## src/rtl/bcd_conv_arbiter.sv

```systemverilog
//==============================================================================
// Module   : bcd_conv_arbiter
// Function : round-robin sequencer sharing one 16-bit binary-to-BCD converter.
//            Optional watchdog + drain when BCD_ARB_TIMEOUT_EN is defined.
// Revision : 1.0
//==============================================================================
`default_nettype none

module bcd_conv_arbiter #(
    parameter int NUM_REQ    = 4,
    parameter int DATA_WIDTH = 16,
    parameter int TIMEOUT    = 64
) (
    input  logic                          clk,
    input  logic                          rst_n,
    input  logic [NUM_REQ-1:0]            req,
    input  logic [NUM_REQ*DATA_WIDTH-1:0] req_data,
    output logic [NUM_REQ-1:0]            ack,
    output logic [15:0]                   rsp_bcd,
    output logic                          rsp_ovf,
    output logic                          rsp_err,
    output logic                          busy,
    output logic [DATA_WIDTH-1:0]         conv_data,
    output logic                          conv_start,
    input  logic                          conv_done,
    input  logic [15:0]                   conv_bcd
);

    localparam int IDX_W = $clog2(NUM_REQ);
    localparam int SUM_W = IDX_W + 1;

    typedef enum logic [2:0] {
        S_IDLE  = 3'd0,
        S_LOAD  = 3'd1,
        S_START = 3'd2,
        S_WAIT  = 3'd3,
        S_CAPT  = 3'd4,
        S_RESP  = 3'd5
`ifdef BCD_ARB_TIMEOUT_EN
        ,S_DRAIN = 3'd6
`endif
    } state_t;

    generate
        if (NUM_REQ < 2 || NUM_REQ > 8 || DATA_WIDTH < 14 || TIMEOUT < 1) begin : g_bad_param
            $error("bcd_conv_arbiter: unsupported NUM_REQ/DATA_WIDTH/TIMEOUT");
        end
    endgenerate

    state_t                  r_state;
    state_t                  w_next;
    logic [IDX_W-1:0]        r_grant;
    logic [IDX_W-1:0]        r_rr_ptr;
    logic                    r_ovf;
    logic                    w_any;
    logic [IDX_W-1:0]        w_grant;
    logic [SUM_W-1:0]        w_sum;
    logic [DATA_WIDTH-1:0]   w_sel_data;

    // First set request at or after the round-robin pointer, wrapping.
    always_comb begin
        w_any   = 1'b0;
        w_grant = '0;
        w_sum   = '0;
        for (int k = 0; k < NUM_REQ; k++) begin
            w_sum = {1'b0, r_rr_ptr} + SUM_W'(k);
            if (w_sum >= SUM_W'(NUM_REQ)) begin
                w_sum = w_sum - SUM_W'(NUM_REQ);
            end
            if (!w_any && req[w_sum[IDX_W-1:0]]) begin
                w_any   = 1'b1;
                w_grant = w_sum[IDX_W-1:0];
            end
        end
    end

    always_comb begin
        w_sel_data = '0;
        for (int i = 0; i < NUM_REQ; i++) begin
            if (w_grant == IDX_W'(i)) begin
                w_sel_data = req_data[i*DATA_WIDTH +: DATA_WIDTH];
            end
        end
    end

`ifdef BCD_ARB_TIMEOUT_EN
    localparam int CNT_W = $clog2(TIMEOUT + 1);
    logic [CNT_W-1:0] r_wd_cnt;
    logic             w_wd_expired;

    assign w_wd_expired = (r_wd_cnt == CNT_W'(TIMEOUT));

    // Counts cycles spent in WAIT or DRAIN; cleared everywhere else.
    always_ff @(posedge clk or negedge rst_n) begin
        if (!rst_n) begin
            r_wd_cnt <= '0;
        end else if (r_state == S_WAIT || r_state == S_DRAIN) begin
            r_wd_cnt <= r_wd_cnt + CNT_W'(1);
        end else begin
            r_wd_cnt <= '0;
        end
    end
`else
    assign rsp_err = 1'b0;
`endif

    always_comb begin
        w_next = r_state;
        case (r_state)
            S_IDLE:  if (w_any) w_next = S_LOAD;
            S_LOAD:  w_next = S_START;
            S_START: w_next = S_WAIT;
            S_WAIT: begin
                if (conv_done) begin
                    w_next = S_CAPT;
                end
`ifdef BCD_ARB_TIMEOUT_EN
                else if (w_wd_expired) begin
                    w_next = S_RESP;
                end
`endif
            end
            S_CAPT:  w_next = S_RESP;
`ifdef BCD_ARB_TIMEOUT_EN
            // A timed-out conversion may still complete; absorb its done.
            S_RESP:  w_next = rsp_err ? S_DRAIN : S_IDLE;
            S_DRAIN: if (conv_done || w_wd_expired) w_next = S_IDLE;
`else
            S_RESP:  w_next = S_IDLE;
`endif
            default: w_next = S_IDLE;
        endcase
    end

    always_ff @(posedge clk or negedge rst_n) begin
        if (!rst_n) begin
            r_state   <= S_IDLE;
            r_grant   <= '0;
            r_rr_ptr  <= '0;
            r_ovf     <= 1'b0;
            conv_data <= '0;
            rsp_bcd   <= '0;
            rsp_ovf   <= 1'b0;
`ifdef BCD_ARB_TIMEOUT_EN
            rsp_err   <= 1'b0;
`endif
        end else begin
            r_state <= w_next;
            case (r_state)
                // Operand is latched at grant so it is stable during LOAD.
                S_IDLE: begin
                    if (w_any) begin
                        r_grant   <= w_grant;
                        conv_data <= w_sel_data;
                    end
                end
                S_LOAD: r_ovf <= (conv_data > DATA_WIDTH'(9999));
                S_CAPT: begin
                    rsp_bcd <= r_ovf ? 16'h9999 : conv_bcd;
                    rsp_ovf <= r_ovf;
`ifdef BCD_ARB_TIMEOUT_EN
                    rsp_err <= 1'b0;
`endif
                end
                S_RESP: begin
                    r_rr_ptr <= (r_grant == IDX_W'(NUM_REQ - 1)) ? '0 : r_grant + IDX_W'(1);
                end
`ifdef BCD_ARB_TIMEOUT_EN
                S_WAIT: begin
                    if (!conv_done && w_wd_expired) begin
                        rsp_bcd <= '0;
                        rsp_ovf <= 1'b0;
                        rsp_err <= 1'b1;
                    end
                end
`endif
                default: ;
            endcase
        end
    end

    assign busy       = (r_state != S_IDLE);
    assign conv_start = (r_state == S_START);

    always_comb begin
        ack = '0;
        if (r_state == S_RESP) begin
            ack[r_grant] = 1'b1;
        end
    end

endmodule

`default_nettype wire

```

## config.mk

```make
export PLATFORM = sky130hd
export DESIGN_NAME = bcd_conv_arbiter
export DESIGN_NICKNAME = d
export VERILOG_FILES = /design/src/rtl/bcd_conv_arbiter.sv
export SDC_FILE = /design/constraint.sdc
export NUM_CORES = 1
export LEC_CHECK = 0
export ABC_AREA = 0
export BUFFER_PORTS_ARGS = -buffer_cell sky130_fd_sc_hd__buf_4
export CAP_MARGIN = 20
export CORE_AREA = 10 10 83 85
export DETAILED_ROUTE_END_ITERATION = 6
export DIE_AREA = 0 0 93 95
export GPL_ROUTABILITY_DRIVEN = 0
export GPL_TIMING_DRIVEN = 1
export PLACE_DENSITY = 0.84
export SYNTH_ARGS = -nofsm -noshare
export SYNTH_HDL_FRONTEND = slang
export SYNTH_SLANG_ARGS = --single-unit
```

## constraint.sdc

```tcl
create_clock -name clk -period 4.75 [get_ports clk]
set_input_delay 0.7125 -clock clk [delete_from_list [all_inputs] [get_ports clk]]
set_output_delay 0.7125 -clock clk [all_outputs]
set_load 0.01 [all_outputs]
```

==> results.ini <==
[synth]
ys_ff_latch = 41
seq_area_frac_synth = 0.404
synth_ff_type = dfrtp_1
synth.most_common_cell = dfrtp_1
ys_top_cells_by_count = dfrtp_1 (41), nand2_1 (38), o21ai_0 (20)
syn-cell-area_um2 = 2540
synth.largest_area_cell = dfrtp_1
synth_async_sr_flop_share = 1.00
synthesis.nets = 359
syn_avg_cell_area_um2 = 9.48
synth_edf_count = 0
syn_inst = 268
synthTopCellsByArea = dfrtp_1 (40%), mux2i_1 (6.3%), nand2_1 (5.6%)
synth_warnings = 0
synth.distinct_cells = 41
synth_top_area_share = 0.404

[floorplan]
core_um2 = 5340
dieArea_um2 = 8840
row_count = 27
die_w_um = 93
die_h_um = 95
ioPinCount = 127
start_util = 0.476

[route]
wl_um = 7690
ant_nets = 0
drt-initial-drc-count = 93
routed_via_density = 5.45
vias = 2459
drc_errors = 0
routedWlPerCell_um = 17.1
dr.pass1.iters = 4

[layout]
num_antenna_cells = 0
ff_latch_area_um2 = 1030
nNetsFinal = 469
drive_gt1_frac = 0.406
syn_to_final_growth_pct = 40.3
fin_area_um2 = 3560
multi_input_area_um2 = 1350
n_fill_cell = 470

[placement]
hpwlAfterDp_um = 6120
place_area_um2 = 3420
io_buffers = 125

[worst_setup_path]
crit_path_cell_trace = nor2b_2, o21a_1, nor3_4, mux2i_1, o211ai_2
slowest_stage = nor3_4
critPathRequiredTime_ns = 4.91
critical_path.max_fanout = 17
crit_arrival_ns = 2.65
slowest_delay_ns = 0.91
worstSetupPathType = flop to flop
cp-start-kind = flop
worstSetupEndpointType = flop

[cts]
cts_buffers = 5
cts_setup_buffers = 0
cts.hold.buffers_added = 0
clk_latency_ns = 0.29
clock_sinks = 41
cts-root-buf = clkbuf_8
cts_tree = done
htree_levels = 2
clockBufferDepth = 2
ctsResizeCount = 0
clkTransAtPathRegs_ns = 0.08

[timing]
fmax_mhz = 402
hold_slack_ns = 0.394
finalCriticalPeriod_ns = 2.49
tightest_slew_ns = 1.09
finalSetupTns_ns = 0
max_slew_margin = 0.267
skew_ns = 0.00445
rsz0062_at_grt = false
hold_viol = 0
period_share = 0.523
report.final.slew_viol_count = 0
setup-violations-final = 0

[outcome]
status = complete, no violations

[min_path]
hp-class = input pin to async pin

[job]
max-cap-violations = 0

[pwr]
power.density_nw_per_um2 = 563
cellLeakagePower_nw = 1.73
peakVddDrop_v = 0.000300
p_total_mw = 2.01

[global_route]
grt_usage = 0.168
grt_remaining_overflow = 0
grt_pass1_wl_um = 12100
grt_pass1_vias = 2445
antenna_found_initial = 0
grt_max_degree = 42

[logic make-up (layout without fill, tap and decap cells)]
| logic type | count (synthesis) | count (layout) | share of synthesized area |
|---|---|---|---|
| other | 1 | 1 | 0.00148 |
| adder cells (fa/ha/maj) | 4 | 4 | 0.0197 |
| multiplexers | 20 | 20 | 0.0808 |
| AND/OR/NAND/NOR | 97 | 97 | 0.194 |
| flip-flops | 41 | 41 | 0.404 |
| AO/OA/AOI/OAI | 78 | 78 | 0.235 |
| buffers and inverters | 27 | 138 | 0.0645 |
[placed cells by master (no fill, tap or decap), types with 2 or more instances in the layout]
cell	synthesis	layout
buf_4	3	125
dfrtp_1	41	41
nand2_1	38	38
o21ai_0	20	20
nor2_1	16	16
mux2i_1	16	16
nand4_1	16	16
o31ai_1	16	16
a211o_1	16	16
nand2b_1	10	10
o211ai_2	9	9
o211ai_1	7	7
clkbuf_8	0	6
inv_1	4	4
and2_1	4	4
mux2_2	4	4
ha_1	4	4
nor2_2	2	2
a21o_1	2	2
a21oi_1	2	2
[per-stage QoR]
stage                     utilization  setup WS, ns  std cells
after floorplan                     -          2.85        268
after global placement          0.641          2.08        442
after detailed placement        0.641          2.03        442
after CTS                       0.662          2.27        450
after global routing            0.668          2.10        451
final                           0.668          2.26        451
[routing by layer]
metal  part of all wire  GRT usage  routed length, um  vias up
li1                   -          -                  -     1194
met1               0.43      0.208               3280     1146
met2               0.47      0.270               3650      113
met3              0.091     0.0650                701        6
met4             0.0077     0.0386                 59        0
met5                  0          0                  0        -
[power breakdown]
part | leakage (nW) | switching (mW) | total, mW | internal [mW]
clock network | 0.0585 | 0.115 | 0.287 | 0.171
registers | 0.498 | 0.151 | 0.672 | 0.521
logic | 1.17 | 0.539 | 1.05 | 0.511
total | 1.73 | 0.805 | 2.01 | 1.20
[worst max-delay path: cells and delay by family, from the launching register on]
| family | cells | cell delay [ns] |
|---|---|---|
| AOI/OAI and AO/OA | 2 | 0.49 |
| and+or+nand+nor | 2 | 1.10 |
| muxes | 1 | 0.31 |
| DFF | 1 | 0.44 |
[layout make-up]
| cell class | count | share of cell area |
|---|---|---|
| Sequential cell | 41 | 0.288 |
| Clock buffer | 7 | 0.0242 |
| Clock inverter | 1 | 0.00843 |
| Timing Repair Buffer | 126 | 0.271 |
| Multi-Input combinational cell | 200 | 0.379 |
| Inverter | 4 | 0.00421 |
| Tap cell | 72 | 0.0253 |
[state kept, by name, summed over array words and instances (netlist names)]
name,count
r_rr_ptr,2
rsp_ovf,1
rsp_bcd,16
r_grant,2
r_state,3
conv_data,16
r_ovf,1
[final timing paths]
path                                          from                       end  slack (ns)  cells after the start
min reg2reg                rsp_bcd[15]$_DFFE_PN0N_   rsp_bcd[15]$_DFFE_PN0N_        0.49                      2
min                                          rst_n    r_grant[0]$_DFFE_PN0P_        0.39                      1
max reg2reg                r_rr_ptr[1]$_DFFE_PN0P_  conv_data[8]$_DFFE_PN0P_        2.26                      5
max                        r_rr_ptr[1]$_DFFE_PN0P_  conv_data[8]$_DFFE_PN0P_        2.26                      5
min in group clk           rsp_bcd[15]$_DFFE_PN0N_   rsp_bcd[15]$_DFFE_PN0N_        0.49                      2
max in group asynchronous                    rst_n    r_state[1]$_DFFE_PN0P_        4.01                      1
(Power assumes the default switching activity.)
